## config.mk

```make
export PLATFORM = sky130hd
export DESIGN_NAME = avalon_mult_sequencer
export DESIGN_NICKNAME = d
export VERILOG_FILES = /design/src/rtl/avalon_mult_sequencer.sv
export SDC_FILE = /design/constraint.sdc
export NUM_CORES = 1
export LEC_CHECK = 0
export CORE_MARGIN = 1.5
export CORE_UTILIZATION = 40
export CTS_CLUSTER_DIAMETER = 150
export DETAILED_ROUTE_END_ITERATION = 8
export PLACE_DENSITY = 0.68
export SLEW_MARGIN = 20
export SYNTH_ARGS = -nofsm -noshare
export SYNTH_HDL_FRONTEND = slang
export SYNTH_SLANG_ARGS = --single-unit
```

## constraint.sdc

```tcl
create_clock -name iClk -period 2.7 [get_ports iClk]
set_input_delay 0.54 -clock iClk [delete_from_list [all_inputs] [get_ports iClk]]
set_output_delay 0.54 -clock iClk [all_outputs]
set_load 0.1 [all_outputs]
```

## src/rtl/avalon_mult_sequencer.sv

```systemverilog
// Avalon-MM master that feeds operand pairs to the 4x4 multiplier slave
// (write A, write B, read Z) and returns each product on a valid/ready stream.
module avalon_mult_sequencer #(
    parameter int OPW          = 4,
    parameter int FIFO_DEPTH   = 4,
    parameter int READ_LATENCY = 1
) (
    input  logic             iClk,
    input  logic             iReset_n,
    input  logic             iOpValid,
    output logic             oOpReady,
    input  logic [OPW-1:0]   iOpA,
    input  logic [OPW-1:0]   iOpB,
    output logic             oResValid,
    input  logic             iResReady,
    output logic [2*OPW-1:0] oResult,
    output logic             oResErr,
    output logic [31:0]      oDoneCnt,
    output logic             oBusy,
    output logic             oChipSelect_n,
    output logic             oWrite_n,
    output logic             oRead_n,
    output logic [1:0]       oAddress,
    output logic [31:0]      oWrData,
    input  logic [31:0]      iRdData
);

    localparam int AW = $clog2(FIFO_DEPTH);
    localparam int CW = (READ_LATENCY > 1) ? $clog2(READ_LATENCY) : 1;

    typedef enum logic [2:0] {
        S_IDLE,
        S_WR_A,
        S_WR_B,
        S_RD_Z,
        S_WAIT,
        S_RESULT
    } state_t;

    state_t state_q, state_d;

    logic [2*OPW-1:0] fifo_mem [FIFO_DEPTH];
    logic [AW-1:0]    wr_ptr_q, rd_ptr_q;
    logic [AW:0]      count_q;
    logic             push, pop, fifo_empty;

    logic [OPW-1:0]   a_q, a_d, b_q, b_d;
    logic [CW-1:0]    wait_q, wait_d;
    logic             res_valid_q, res_valid_d;
    logic [2*OPW-1:0] result_q, result_d;
    logic             err_q, err_d;
    logic [31:0]      done_q, done_d;
    logic             cs_n_q, cs_n_d, wr_n_q, wr_n_d, rd_n_q, rd_n_d;
    logic [1:0]       addr_q, addr_d;
    logic [31:0]      wdata_q, wdata_d;

    assign fifo_empty = (count_q == '0);
    assign oOpReady   = (count_q != (AW+1)'(FIFO_DEPTH));
    assign push       = iOpValid && oOpReady;

    // Entries are stored as {A, B}.
    always_ff @(posedge iClk) begin
        if (push) begin
            fifo_mem[wr_ptr_q] <= {iOpA, iOpB};
        end
    end

    always_ff @(posedge iClk or negedge iReset_n) begin
        if (!iReset_n) begin
            wr_ptr_q <= '0;
            rd_ptr_q <= '0;
            count_q  <= '0;
        end else begin
            if (push) wr_ptr_q <= wr_ptr_q + 1'b1;
            if (pop)  rd_ptr_q <= rd_ptr_q + 1'b1;
            if (push && !pop)      count_q <= count_q + 1'b1;
            else if (!push && pop) count_q <= count_q - 1'b1;
        end
    end

    always_comb begin
        state_d     = state_q;
        pop         = 1'b0;
        a_d         = a_q;
        b_d         = b_q;
        wait_d      = wait_q;
        res_valid_d = res_valid_q;
        result_d    = result_q;
        err_d       = err_q;
        done_d      = done_q;
        cs_n_d      = 1'b1;
        wr_n_d      = 1'b1;
        rd_n_d      = 1'b1;
        addr_d      = '0;
        wdata_d     = '0;

        unique case (state_q)
            S_IDLE: begin
                if (!fifo_empty) begin
                    pop     = 1'b1;
                    state_d = S_WR_A;
                end
            end
            S_WR_A: state_d = S_WR_B;
            S_WR_B: state_d = S_RD_Z;
            S_RD_Z: begin
                wait_d  = CW'(READ_LATENCY - 1);
                state_d = S_WAIT;
            end
            S_WAIT: begin
                if (wait_q == '0) begin
                    result_d    = iRdData[2*OPW-1:0];
                    if ((iRdData >> (2*OPW)) != '0) err_d = 1'b1;
                    res_valid_d = 1'b1;
                    state_d     = S_RESULT;
                end else begin
                    wait_d = wait_q - 1'b1;
                end
            end
            S_RESULT: begin
                if (iResReady) begin
                    res_valid_d = 1'b0;
                    done_d      = done_q + 32'd1;
                    if (!fifo_empty) begin
                        pop     = 1'b1;
                        state_d = S_WR_A;
                    end else begin
                        state_d = S_IDLE;
                    end
                end
            end
            default: state_d = S_IDLE;
        endcase

        if (pop) {a_d, b_d} = fifo_mem[rd_ptr_q];

        // Bus registers are loaded from the next state so each command is
        // on the bus for exactly the cycle its state is current.
        unique case (state_d)
            S_WR_A: begin
                cs_n_d  = 1'b0;
                wr_n_d  = 1'b0;
                addr_d  = 2'd0;
                wdata_d = 32'(a_d);
            end
            S_WR_B: begin
                cs_n_d  = 1'b0;
                wr_n_d  = 1'b0;
                addr_d  = 2'd1;
                wdata_d = 32'(b_d);
            end
            S_RD_Z: begin
                cs_n_d = 1'b0;
                rd_n_d = 1'b0;
                addr_d = 2'd2;
            end
            default: ;
        endcase
    end

    always_ff @(posedge iClk or negedge iReset_n) begin
        if (!iReset_n) begin
            state_q     <= S_IDLE;
            a_q         <= '0;
            b_q         <= '0;
            wait_q      <= '0;
            res_valid_q <= 1'b0;
            result_q    <= '0;
            err_q       <= 1'b0;
            done_q      <= '0;
            cs_n_q      <= 1'b1;
            wr_n_q      <= 1'b1;
            rd_n_q      <= 1'b1;
            addr_q      <= '0;
            wdata_q     <= '0;
        end else begin
            state_q     <= state_d;
            a_q         <= a_d;
            b_q         <= b_d;
            wait_q      <= wait_d;
            res_valid_q <= res_valid_d;
            result_q    <= result_d;
            err_q       <= err_d;
            done_q      <= done_d;
            cs_n_q      <= cs_n_d;
            wr_n_q      <= wr_n_d;
            rd_n_q      <= rd_n_d;
            addr_q      <= addr_d;
            wdata_q     <= wdata_d;
        end
    end

    assign oResValid     = res_valid_q;
    assign oResult       = result_q;
    assign oResErr       = err_q;
    assign oDoneCnt      = done_q;
    assign oBusy         = (state_q != S_IDLE) || !fifo_empty;
    assign oChipSelect_n = cs_n_q;
    assign oWrite_n      = wr_n_q;
    assign oRead_n       = rd_n_q;
    assign oAddress      = addr_q;
    assign oWrData       = wdata_q;

endmodule

```

==> flow_summary.ini, run 1 <==
[detailed_routing]
first_pass_iters = 4
route.detailed.drc = 0
drt_iter0_markers = 91
via_per_inst = 4.90
wl_mm = 8.37
wl_per_cell_um = 14.7
drtAntennaViolNets = 0
dr_total_vias = 2783

[power_and_ir_drop]
power_frac_seq_pct = 38.1
p_leak_nw = 2.44
power.density_nw_per_um2 = 1060
comb_power_share_pct = 45.3
p_total_mw = 5.81
p_clk_share_pct = 16.5
ir_worst_vdd_uv = 592
internal_power_mw = 3.07
switching_share_pct = 47.2
switching_power_mw = 2.74

[place]
post_dp_cell_area_um2 = 5260
place_hpwl_mm = 6.02
placed_cells = 552
io_buffer_count = 96
gp_congestion = 0.742
pre_cts_slack_ns = 0.0306

[clock_tree]
post-cts-setup-buffers = 0
cts_hold_buf = 0
clk_latency_ns = 0.38
ctsLongestPathBuffers = 2
cts_sinks = 97
tritoncts = built
clk_pin_slew_ns = 0.11
cts-resized-gates = 0
cts_inserted_buffers = 9
clockRootBuffer = clkbuf_8
htreeDepth = 3

[timing]
skew_ns = 0.0129
tightest_slew_ns = 0.707
fin_crit_ns = 2.25
finalSetupViolations = 0
tns_ns = 0
fin_crit_sh_pct = 83.2
hold_viol = 0
clock.fmax_ghz = 0.445
rsz0062_at_grt = false
setup_ws_ns = 0.455
maxSlewHeadroom_pct = 52.5
hold_ws_ns = 0.154
slew_violations = 0

[synth]
synth.distinct_cells = 48
synth.area.top_cells = dfrtp_1 35%, edfxtp_1 22%, buf_4 4.8%
synthesis.area_per_instance_um2 = 13.4
yosys_warnings = 0
syn_area_um2 = 4370
ys_seq_area_share_pct = 59.3
ys.flop_type = dfrtp_1
ys_seq_elements = 97
synth_common_cells = 62 x dfrtp_1, 32 x edfxtp_1, 28 x buf_4
synth_edf_count = 32
syn_inst = 325
synth_top_cell_by_area = dfrtp_1
yosysTopAreaCellShare_pct = 35.5
synth_most_common_cell = dfrtp_1
async_flop_share_pct = 67.0

[global_routing]
grt_busiest_layer = met2
globalRouteMet2Util_pct = 24.8
grt_use_total_pct = 15.6
grt_pass1_wl_mm = 13.7
grt_max_degree = 66
use_met3_pct = 5.02
overflow = 0
grt_pass1_vias = 2688
antenna_found_initial = 0
gr-usage-met1_pct = 20.3

[cells_and_area]
final_cell_count_no_fill = 568
stdcell_area_um2 = 5460
n_antenna_cell = 0
fin_nets = 478
area_growth_pct = 24.8
drive_gt1_share_pct = 25.2
finalCoreUtilization_pct = 52.1

[floorplanning]
start_util_pct = 41.8
coreArea_um2 = 10500
die_area_um2 = 11600
die_w_um = 108
ios = 125
rows = 37
dieHeight_um = 108

[setup_path]
cp.required_ns = 3.01
crit_arrival_ns = 2.55
critPathLaunchType = input port
endpoint_kind = flip-flop
worst-setup-path-type = input port to flip-flop
cp_max_fo = 4

[run]
cap_viol_max_count = 0

[run_status]
status = finished clean

[worst_hold_path]
hold_class = input port to asynchronous set/reset pin
==> area by class of cell <==
class | instances | area (µm²)
sequential | 97 | 2590
fill | 915 | 5010
timing repair buffer | 101 | 873
multi-input combinational | 212 | 1600
tap | 136 | 170
inverter | 6 | 22.5
clock buffer | 9 | 124
clock inverter | 7 | 76.3
==> worst max-delay path: stages <==
cell             delay (ns)
clkdlybuf4s50_1        0.49
and3_1                 0.22
o211ai_1               0.24
ha_1                   0.23
inv_1                  0.06
fa_1                   0.37
xor2_1                 0.15
nor2_1                 0.11
xor2_1                 0.15
==> kinds of logic after synthesis <==
kind of cell / share of synthesized area [%]
AOI/OAI and AO/OA: 1.86
other: 0.0858
DFF: 59.3
buffers and inverters: 6.47
muxes: 7.73
xor gates and xnor gates: 7.41
and+or+nand+nor: 15.0
adders and majority gates: 2.18
==> placed cells by master, fill, tap and decap left out, types with 3 or more instances in the layout <==
cell	n
nor3_1	7
mux4_2	8
mux2_2	14
dfrtp_1	62
clkbuf_8	9
nor2_1	13
buf_4	57
ha_1	6
inv_1	6
and3_1	8
conb_1	28
nor2b_1	5
nand2_1	21
nand4_1	12
nor4_1	11
inv_8	3
dfstp_2	3
xor2_1	22
clkdlybuf4s50_1	42
a21o_1	5
xnor2_1	15
nand3_1	8
edfxtp_1	32
inv_6	3
==> worst paths after layout <==
check | start | to | cells past startpoint | slack (ns)
max | iResReady | count_q[2]$_DFFE_PN0P_ | 9 | 0.45
min | iReset_n | oDoneCnt[5]$_DFFE_PN0P_ | 2 | 0.15
max reg2reg | count_q[0]$_DFFE_PN0P_ | count_q[2]$_DFFE_PN0P_ | 8 | 0.56
min reg2reg | oDoneCnt[31]$_DFFE_PN0P_ | oDoneCnt[31]$_DFFE_PN0P_ | 1 | 0.48
max in group asynchronous | iReset_n | oRead_n$_DFF_PN1_ | 2 | 2.22
min in group iClk | oDoneCnt[31]$_DFFE_PN0P_ | oDoneCnt[31]$_DFFE_PN0P_ | 1 | 0.48
==> per-layer routing <==
layer,routed length (µm),up-vias
met1,3740,1366
li1,-,1310
met3,539,11
met5,0,-
met2,4000,96
met4,93,0
==> power groups by stage <==
stage          clock network (mW)  registers [mW]  logic (mW)
2_1_floorplan                   0            3.21        1.13
6_report                    0.961            2.22        2.63
3_5_place_dp                    0            2.26        2.66
3_3_place_gp                    0            2.24        2.63
4_1_cts                     0.990            2.23        2.66
5_1_grt                      1.06            2.28        2.77
==> state kept, by name (all words and copies together), names as in the netlist <==
| register | count |
|---|---|
| b_q | 4 |
| count_q | 3 |
| fifo_mem | 32 |
| oAddress | 2 |
| oChipSelect_n | 1 |
| oDoneCnt | 32 |
| oRead_n | 1 |
| oResErr | 1 |
| oResValid | 1 |
| oResult | 8 |
| oWrData | 4 |
| oWrite_n | 1 |
| rd_ptr_q | 2 |
| state_q | 3 |
| wr_ptr_q | 2 |
Power figures use the tool's default switching activity.
==> run 2, diff against run 1 <==
--- a/config.mk
+++ b/config.mk
@@ -9,7 +9,7 @@
 export CORE_UTILIZATION = 40
 export CTS_CLUSTER_DIAMETER = 150
 export DETAILED_ROUTE_END_ITERATION = 8
-export PLACE_DENSITY = 0.68
+export PLACE_DENSITY = 0.71
 export SLEW_MARGIN = 20
 export SYNTH_ARGS = -nofsm -noshare
 export SYNTH_HDL_FRONTEND = slang
==> constraint.sdc (replaced) <==
create_clock -name iClk -period 2.05 [get_ports iClk]
set_input_delay 0.41 -clock iClk [delete_from_list [all_inputs] [get_ports iClk]]
set_output_delay 0.41 -clock iClk [all_outputs]
set_load 0.1 [all_outputs]
==> flow_summary.ini, run 2 (synthesis results as in run 1) <==
[timing]
rsz0062_at_grt = true
maxSlewHeadroom_pct = 62.5
tns_ns = 0
tightest_slew_ns = 0.557
slew_violations = 0
hold_viol = 0
skew_ns = 0.00728
clock.fmax_ghz = 0.504
fin_crit_ns = 1.98
fin_crit_sh_pct = 96.7
finalSetupViolations = 0

[clock_tree]
cts_inserted_buffers = 9
clockRootBuffer = clkbuf_8
ctsLongestPathBuffers = 2
tritoncts = built
cts_sinks = 97
clk_latency_ns = 0.36
clk_pin_slew_ns = 0.10
htreeDepth = 3

[floorplanning]
coreArea_um2 = 10500
ios = 125
start_util_pct = 41.8
die_w_um = 108
dieHeight_um = 108
rows = 37
die_area_um2 = 11600

[cells_and_area]
n_antenna_cell = 0
regArea_um2 = 2640
fin_nets = 494
multi_input_area_um2 = 1640
drive_gt1_share_pct = 35.0
layout_common_cells = 68 x buf_4, 41 x clkdlybuf4s50_1, 37 x dfrtp_1, 32 x edfxtp_1, 28 x conb_1
fill_cells = 908
area_growth_pct = 30.8
stdcell_area_um2 = 5720
mostFrequentLayoutCell = buf_4

[setup_path]
crit_arrival_ns = 2.27
cp.required_ns = 2.34
cp_max_fo = 3
ff2ff_setup_slack_ns = 0.07
worst-setup-path-type = flip-flop to flip-flop
endpoint_kind = flip-flop
critPathLaunchType = flip-flop

[power_and_ir_drop]
p_total_mw = 7.97
power.density_nw_per_um2 = 1390
p_leak_nw = 2.51
ir_worst_vdd_uv = 1040

[global_routing]
grt_use_total_pct = 15.0
grt_pass1_vias = 2798
grt_max_degree = 66
grt_pass1_wl_mm = 13.5
antenna_found_initial = 0
overflow = 0

[detailed_routing]
dr_total_vias = 2809
route.detailed.drc = 0
via_per_inst = 4.81
drt_iter0_markers = 64
wl_per_cell_um = 13.9
drtAntennaViolNets = 0
wl_mm = 8.10
first_pass_iters = 4

[place]
gp_congestion = 0.747
place_hpwl_mm = 5.99
io_buffer_count = 96
post_dp_cell_area_um2 = 5490

[worst_hold_path]
hold_class = input port to asynchronous set/reset pin

[run]
cap_viol_max_count = 0

[run_status]
status = finished clean
run 2: cell types whose count changed in the layout (fill, tap and decap cells not counted), sizes merged:
cell,change
buf,+16
clkdlybuf4s50,-1
dlygate4sd2,+1
run 2: worst paths after layout:
path                                         from                 endpoint  cells past startpoint
max in group asynchronous                iReset_n       oWrite_n$_DFF_PN1_                      2
max                        count_q[0]$_DFFE_PN0P_   count_q[2]$_DFFE_PN0P_                      8
max reg2reg                count_q[0]$_DFFE_PN0P_   count_q[2]$_DFFE_PN0P_                      8
min reg2reg                   oResErr$_DFFE_PN0P_      oResErr$_DFFE_PN0P_                      1
min in group iClk             oResErr$_DFFE_PN0P_      oResErr$_DFFE_PN0P_                      1
min                                      iReset_n  oDoneCnt[4]$_DFFE_PN0P_                      2
run 2: cell type report:
type / count / area share, %
Timing Repair Buffer: 117 / 18.4
Tap cell: 136 / 2.98
Clock inverter: 7 / 1.16
Inverter: 6 / 0.394
Multi-Input combinational cell: 212 / 28.7
Clock buffer: 9 / 2.17
Sequential cell: 97 / 46.1
run 2: critical path, stage by stage (launching register included):
cell and delay, ns:
dfrtp_1 0.41, or3_4 0.37, o211ai_1 0.17, ha_4 0.20
inv_2 0.03, fa_2 0.32, xor2_1 0.15, nor2_1 0.11
xor2_1 0.14
run 2: timing repair:
action | in CTS | in global routing
setup buffers | 1 | 2
cloned | 0 | 0
setup endpoints to repair | 2 | 3
resized for setup | 2 | 4
pin swaps | 1 | 5
hold buffers | 0 | 0
run 2: metrics by stage:
stage | hold WS [ns] | utilization (%) | instances | worst slack (ns)
finish | 0.0405 | 54.7 | 584 | 0.0667
floorplan | 0.114 | - | 352 | -0.245
detailed placement | 0.454 | 52.5 | 565 | -0.384
CTS | 0.0523 | 54.4 | 582 | 0.0356
global route | 0.0665 | 54.7 | 584 | -0.0311
global placement | 0.453 | 52.5 | 565 | -0.373
run 2: routing by layer:
metal  wire [µm]  GRT usage [%]  up-vias
li1            -              -     1341
met2        4150           25.8       75
met1        3460           19.1     1382
met5           0              0        -
met3         390           3.51       11
met4         102           4.23        0
run 2: where the power goes:
| group | leakage, nW | switching [mW] | internal (mW) | total [mW] |
|---|---|---|---|---|
| logic | 1.33 | 2.61 | 1.29 | 3.90 |
| registers | 1.09 | 0.335 | 2.53 | 2.86 |
| clock network | 0.0991 | 0.721 | 0.478 | 1.20 |
